===== config.mk =====
export PLATFORM = sky130hd
export DESIGN_NAME = sub_corr_pipe
export DESIGN_NICKNAME = d
export VERILOG_FILES = /design/src/rtl/sub_corr_pipe.sv
export SDC_FILE = /design/constraint.sdc
export NUM_CORES = 2
export LEC_CHECK = 0
export ABC_AREA = 1
export CORE_MARGIN = 2
export CORE_UTILIZATION = 40
export CTS_CLUSTER_SIZE = 30
export DETAILED_ROUTE_END_ITERATION = 8
export PLACE_DENSITY = 0.66
export SYNTH_ARGS = -nofsm -noshare
export SYNTH_HDL_FRONTEND = slang
export SYNTH_SLANG_ARGS = --single-unit

===== constraint.sdc =====
create_clock -name clk -period 28.9 [get_ports clk]
set_input_delay 5.78 -clock clk [delete_from_list [all_inputs] [get_ports clk]]
set_output_delay 5.78 -clock clk [all_outputs]
set_load 0.01 [all_outputs]

===== src/rtl/sub_corr_pipe.sv =====
// Two-stage correction adder: S1 looks up a per-index constant from a writable
// table, S2 adds it to the partial result and reports the carry out.
module sub_corr_pipe #(
  parameter int unsigned W  = 40,
  parameter int unsigned MB = 4,
  parameter logic [W-1:0] K = W'(40'h05BFC65FEF)
) (
  input  logic          clk,
  input  logic          rst,
  input  logic          in_valid,
  output logic          in_ready,
  input  logic [MB-1:0] in_m,
  input  logic [W-1:0]  in_x,
  output logic          out_valid,
  input  logic          out_ready,
  output logic [W-1:0]  out_sum,
  output logic          out_carry,
  input  logic          wr_en,
  input  logic [MB-1:0] wr_addr,
  input  logic [W-1:0]  wr_data,
  input  logic          tbl_restore
);

  localparam int unsigned DEPTH = 1 << MB;

  // Default entry: 0 for index 0, otherwise 2^(W-1) - (i-1)*K, all mod 2^W.
  function automatic logic [W-1:0] dflt(input int unsigned i);
    logic [W-1:0] half;
    half        = '0;
    half[W-1]   = 1'b1;
    if (i == 0) return '0;
    return half - (W'(i - 1) * K);
  endfunction

  logic [W-1:0] tbl [DEPTH];

  logic         stall_c;
  logic         s1_valid;
  logic [W-1:0] s1_x;
  logic [W-1:0] s1_c;
  logic [W:0]   sum_c;

  assign stall_c  = out_valid & ~out_ready;
  assign in_ready = ~stall_c;
  assign sum_c    = {1'b0, s1_x} + {1'b0, s1_c};

  // Correction table; restore beats a same-cycle write, reads see the old value.
  always_ff @(posedge clk or posedge rst) begin
    if (rst) begin
      for (int unsigned i = 0; i < DEPTH; i++) tbl[MB'(i)] <= dflt(i);
    end else if (tbl_restore) begin
      for (int unsigned i = 0; i < DEPTH; i++) tbl[MB'(i)] <= dflt(i);
    end else if (wr_en) begin
      tbl[wr_addr] <= wr_data;
    end
  end

  // S1: capture operand and looked-up constant
  always_ff @(posedge clk or posedge rst) begin
    if (rst) begin
      s1_valid <= 1'b0;
      s1_x     <= '0;
      s1_c     <= '0;
    end else if (!stall_c) begin
      s1_valid <= in_valid;
      if (in_valid) begin
        s1_x <= in_x;
        s1_c <= tbl[in_m];
      end
    end
  end

  // S2: registered sum and carry
  always_ff @(posedge clk or posedge rst) begin
    if (rst) begin
      out_valid <= 1'b0;
      out_sum   <= '0;
      out_carry <= 1'b0;
    end else if (!stall_c) begin
      out_valid <= s1_valid;
      if (s1_valid) begin
        out_sum   <= sum_c[W-1:0];
        out_carry <= sum_c[W];
      end
    end
  end

endmodule


# Word-level counts from Yosys, hierarchy flattened
# Index checks and enable logic that the tools add are counted.
[classes]
n_addsub = 1
magnitude_cmp = 3
mux = 10
n_bitwise = 5
n_reduce_logical = 4
[ops]
columns = ["cell", "count"]
rows = [
  ["640-bit two-way mux", 2],
  ["640-bit bitwise mux", 1],
  ["40-bit binary-select mux with 4-bit select", 1],
  ["40-bit demux with 4-bit select", 1],
  ["40-bit two-way mux", 4],
  ["40-bit by 40-bit adder with 41-bit output", 1],
  ["5-bit greater-or-equal comparator (second input constant)", 2],
  ["4-bit NOT with 5-bit output", 2],
  ["5-bit by 1-bit < comparator with 1-bit output (second input constant)", 1],
  ["2-bit AND reduction", 2],
  ["1-bit NOT", 2],
  ["2-bit nonzero test", 1],
  ["1-bit bitwise AND", 1],
  ["1-bit logical AND", 1],
  ["1-bit two-way mux", 1],
]
[totals]
ff_bits = 763
in_bits = 94
output_inout_bits = 43
elab_cells = 45

# Logic depth before layout (Yosys ltp)
[logic_depth]
depth_word = 8
mapped_depth = 14
depth_no_buf = 14

# Least setup slack after synthesis
# OpenSTA, ideal clock, no wires.
[synth_timing]
kind = "input-to-output"
startpoint = "input out_ready"
endpoint = "output in_ready"
arrival_ns = 5.992
slack_ns = 17.128
path_stages = 2
n_path_buf = 0
cell_sequence = "nor2_1 inv_1"
[synth_via]
elab_chain_cells = 3
[synth_lines]
columns = ["element", "line", "text"]
rows = [
  ["from (decl)", "15", "input logic out_ready,"],
  ["1-bit NOT", "43", "assign stall_c = out_valid & ~out_ready;"],
  ["1-bit bitwise AND", "43", ""],
  ["1-bit NOT (no source line)", "n/a", ""],
  ["to (decl)", "11", "output logic in_ready,"],
]
# Every way passes these cells.

# Final worst setup path
# Ends and elaborated chain as after synthesis.

==> impl_metrics.csv <==
group,metric,value,unit
cts,clock-sinks,763,
die,die_width,305,um
yosys,synth_top_cells_by_area,"dfrtp_1, dfstp_2, o21ai_0, nand2_1, nor2_1",
cts,clk_latency,0.65,ns
setup_path,cp_max_fo,4,
run_status,status,"complete, no violations",
grt,grt_pass1_wl,186000,um
yosys,syn_area,0.0362,mm2
setup_path,end_kind,"primary output",
detailed_routing,route.detailed.drc,0,
detailed_routing,avgRoutedWirePerCell,21.9,um
cts,cts_buffers,80,
yosys,synth_commonest_cells,"o21ai_0, nand2_1, nor2_1",
yosys,postSynth.asyncResetShare,1.00,
grt,grt_max_degree,182,
setup_path,startpoint_type,"input pin",
die,die_h,305,um
sta,fin_crit,12.74,ns
placement,dp_hpwl,69700,um
cts,htreeDepth,3,
cts,clock_path_buffers,3,
cells_and_area,drive_gt1_frac,0.101,
sta,fmax,78.5,MHz
die,coreArea,0.0899,mm2
setup_path,setup.worst_path.class,"input pin to primary output",
setup_path,reg2reg_from,"out_valid$_DFFE_PP0N_",
yosys,yosysUniqueCellTypes,38,
sta,tightest_slew,1.09,ns
yosys,muxShareOfSynthArea,0,
cts,clkTransAtPathRegs,0.06,ns
power_and_ir_drop,clock_power_share,0.374,
yosys,synth.avg_cell_area,8.31,um2
sta,slew_viol_final,0,
cts,post_cts.repair.setup_buffers,0,
flow_run,drv_cap,0,
detailed_routing,viasPerCell,5.72,
detailed_routing,antenna_left,0,
yosys,synth-main-ff-cell,"dfrtp_1",
yosys,synth_compound_area_frac,0.194,
setup_path,cp.required,23.12,ns
yosys,synth_edf_count,0,
yosys,yosysMostFrequentCell,"o21ai_0",
sta,skew,0.0254,ns
yosys,synthAdderAreaFrac,0.0144,
setup_path,arrival,6.96,ns
cells_and_area,area_delta_synth_final,12.9,%
worst_hold_path,hold_path.class,"flop to flop",
grt,track_usage,0.259,
die,fp.dieArea,0.0930,mm2
die,ios,137,
yosys,synth_top_area_share,0.379,
power_and_ir_drop,p_per_area,68.6,mW/mm2
setup_path,r2r_slack,26.15,ns
cells_and_area,fin_nets,4455,
yosys,synthXorXnorAreaFrac,0.00459,
cts,post_cts_resized,0,
detailed_routing,vias,31795,
grt,grt-ovfl-total,0,
yosys,synth_cells,4360,
sta,fin_setup_tns,0,ns
power_and_ir_drop,total_power,0.00281,W
cells_and_area,finalCoreUtilization,0.455,
detailed_routing,drt-total-wl,122000,um
cts,cts_tree,"built",
placement,placed_area,0.0383,mm2
sta,finalSetupViolations,0,
placement,io_buffers,136,
power_and_ir_drop,p_leak,17.8,nW
placement,place_congestion,0.851,
yosys,synth_nets,4495,
grt,antenna_found_initial,3,
cts,clock-root-buffer,"clkbuf_16",
detailed_routing,dr.first_iter.drc_count,3855,
sta,finalHoldViolCount,0,
power_and_ir_drop,seqPwrFrac,0.436,
cells_and_area,postLayoutCellArea,0.0409,mm2
sta,slew_headroom,0.273,
power_and_ir_drop,power_frac_comb,0.190,
yosys,synth-simple-area-share,0.192,
cells_and_area,antennaDiodeCount,0,
yosys,ys_warn_count,0,
power_and_ir_drop,internal_power,0.00196,W
yosys,ys_seq_area_frac,0.534,
yosys,synth-seq-cells,763,
die,rows,110,
worst_hold_path,hold_end,"tbl[417]$_DFFE_PP1P_",
yosys,synth_top_area_cell,"dfrtp_1",
setup_path,rr_worst_depth,9,
yosys,synth_top_family_by_area,"compound AO/OA/AOI/OAI gates",
power_and_ir_drop,p_sw_frac,0.303,
power_and_ir_drop,switchingPower,0.000849,W
cts,cts_hold_buf,0,
detailed_routing,first_pass_iters,7,
setup_path,r2r_end,"s1_c[24]$_DFFE_PP0P_",
power_and_ir_drop,vdd_ir_drop_max,0.0000486,V
sta,finalCritPeriodShare,0.441,
setup_path,critical_path.startpoint,"out_ready",
sta,rsz0062_at_grt,"no",
worst_hold_path,worstHoldStart,"tbl[417]$_DFFE_PP1P_",
worst_hold_path,hold_path_depth,2,
die,start_util,0.403,
grt,grt_pass1_vias,30280,
-- registers in the layout, summed over array words and instances, names as in the netlist --
| register | cells |
|---|---|
| out_carry | 1 |
| out_sum | 40 |
| out_valid | 1 |
| s1_c | 40 |
| s1_valid | 1 |
| s1_x | 40 |
| tbl | 640 |
-- worst max-delay path: stages --
cell and delay (ns):
clkdlybuf4s50_1 0.46, nor2_1 0.06, inv_1 0.11, clkdlybuf4s50_1 0.55
-- area by class of cell --
cell class	count	area (um2)
multi-input combinational	3069	14700
inverter	210	818
sequential	763	19400
timing repair buffer	196	1850
clock inverter	16	185
fill	8878	49000
clock buffer	133	2460
tap	1176	1470
-- layout by cell type (no fill, tap or decap), drive strengths merged, types with 14 or more instances in the layout --
cell and n:
o211ai 25, xnor2 14, dfrtp 549, a21oi 261
o221ai 95, dfstp 214, ha 40, a31oi 35
clkdlybuf4s50 132, nand2 772, nand3 331, clkbuf 133
buf 64, nor2 592, o22ai 57, inv 212
o21ai 815
-- through the flow --
stage	worst slack [ns]	hold slack, ns	cells
2_1_floorplan	2.06	0.432	4360
3_3_place_gp	16.15	0.448	5414
3_5_place_dp	16.15	0.456	5414
4_1_cts	16.15	0.465	5563
5_1_grt	16.09	0.489	5563
6_report	16.16	0.468	5563
-- metal layers --
| layer | vias to the layer above | wire, um | track usage |
|---|---|---|---|
| met2 | 1425 | 53800 | 0.393 |
| met5 | - | 13 | 0 |
| met1 | 15497 | 52000 | 0.363 |
| li1 | 14668 | - | - |
| met4 | 2 | 3500 | 0.0823 |
| met3 | 203 | 12300 | 0.0636 |
-- kinds of logic after synthesis --
kind of cell,count (synthesis)
and+or+nand+nor,1714
AOI/OAI and AO/OA,1295
DFF,763
buffers and inverters,528
adders and majority gates,41
xor gates and xnor gates,19
-- power groups by stage --
stage	registers (W)	clock network [W]	logic, W
after floorplan	0.00123	0	0.000325
after global placement	0.00124	0	0.000525
after detailed placement	0.00124	0	0.000532
after CTS	0.00122	0.00106	0.000534
after global routing	0.00123	0.00111	0.000595
final	0.00122	0.00105	0.000534
-- how the worst max path moves through the flow --
| stage | to | depth (start not counted) | slack [ns] |
|---|---|---|---|
| after floorplan | out_carry$_DFFE_PP0P_ | 1 | 2.06 |
| after global placement | in_ready | 4 | 16.15 |
| after detailed placement | in_ready | 4 | 16.15 |
| after CTS | in_ready | 4 | 16.15 |
| after global routing | in_ready | 4 | 16.09 |
| final | in_ready | 4 | 16.16 |
Power figures use the tool's default switching activity.
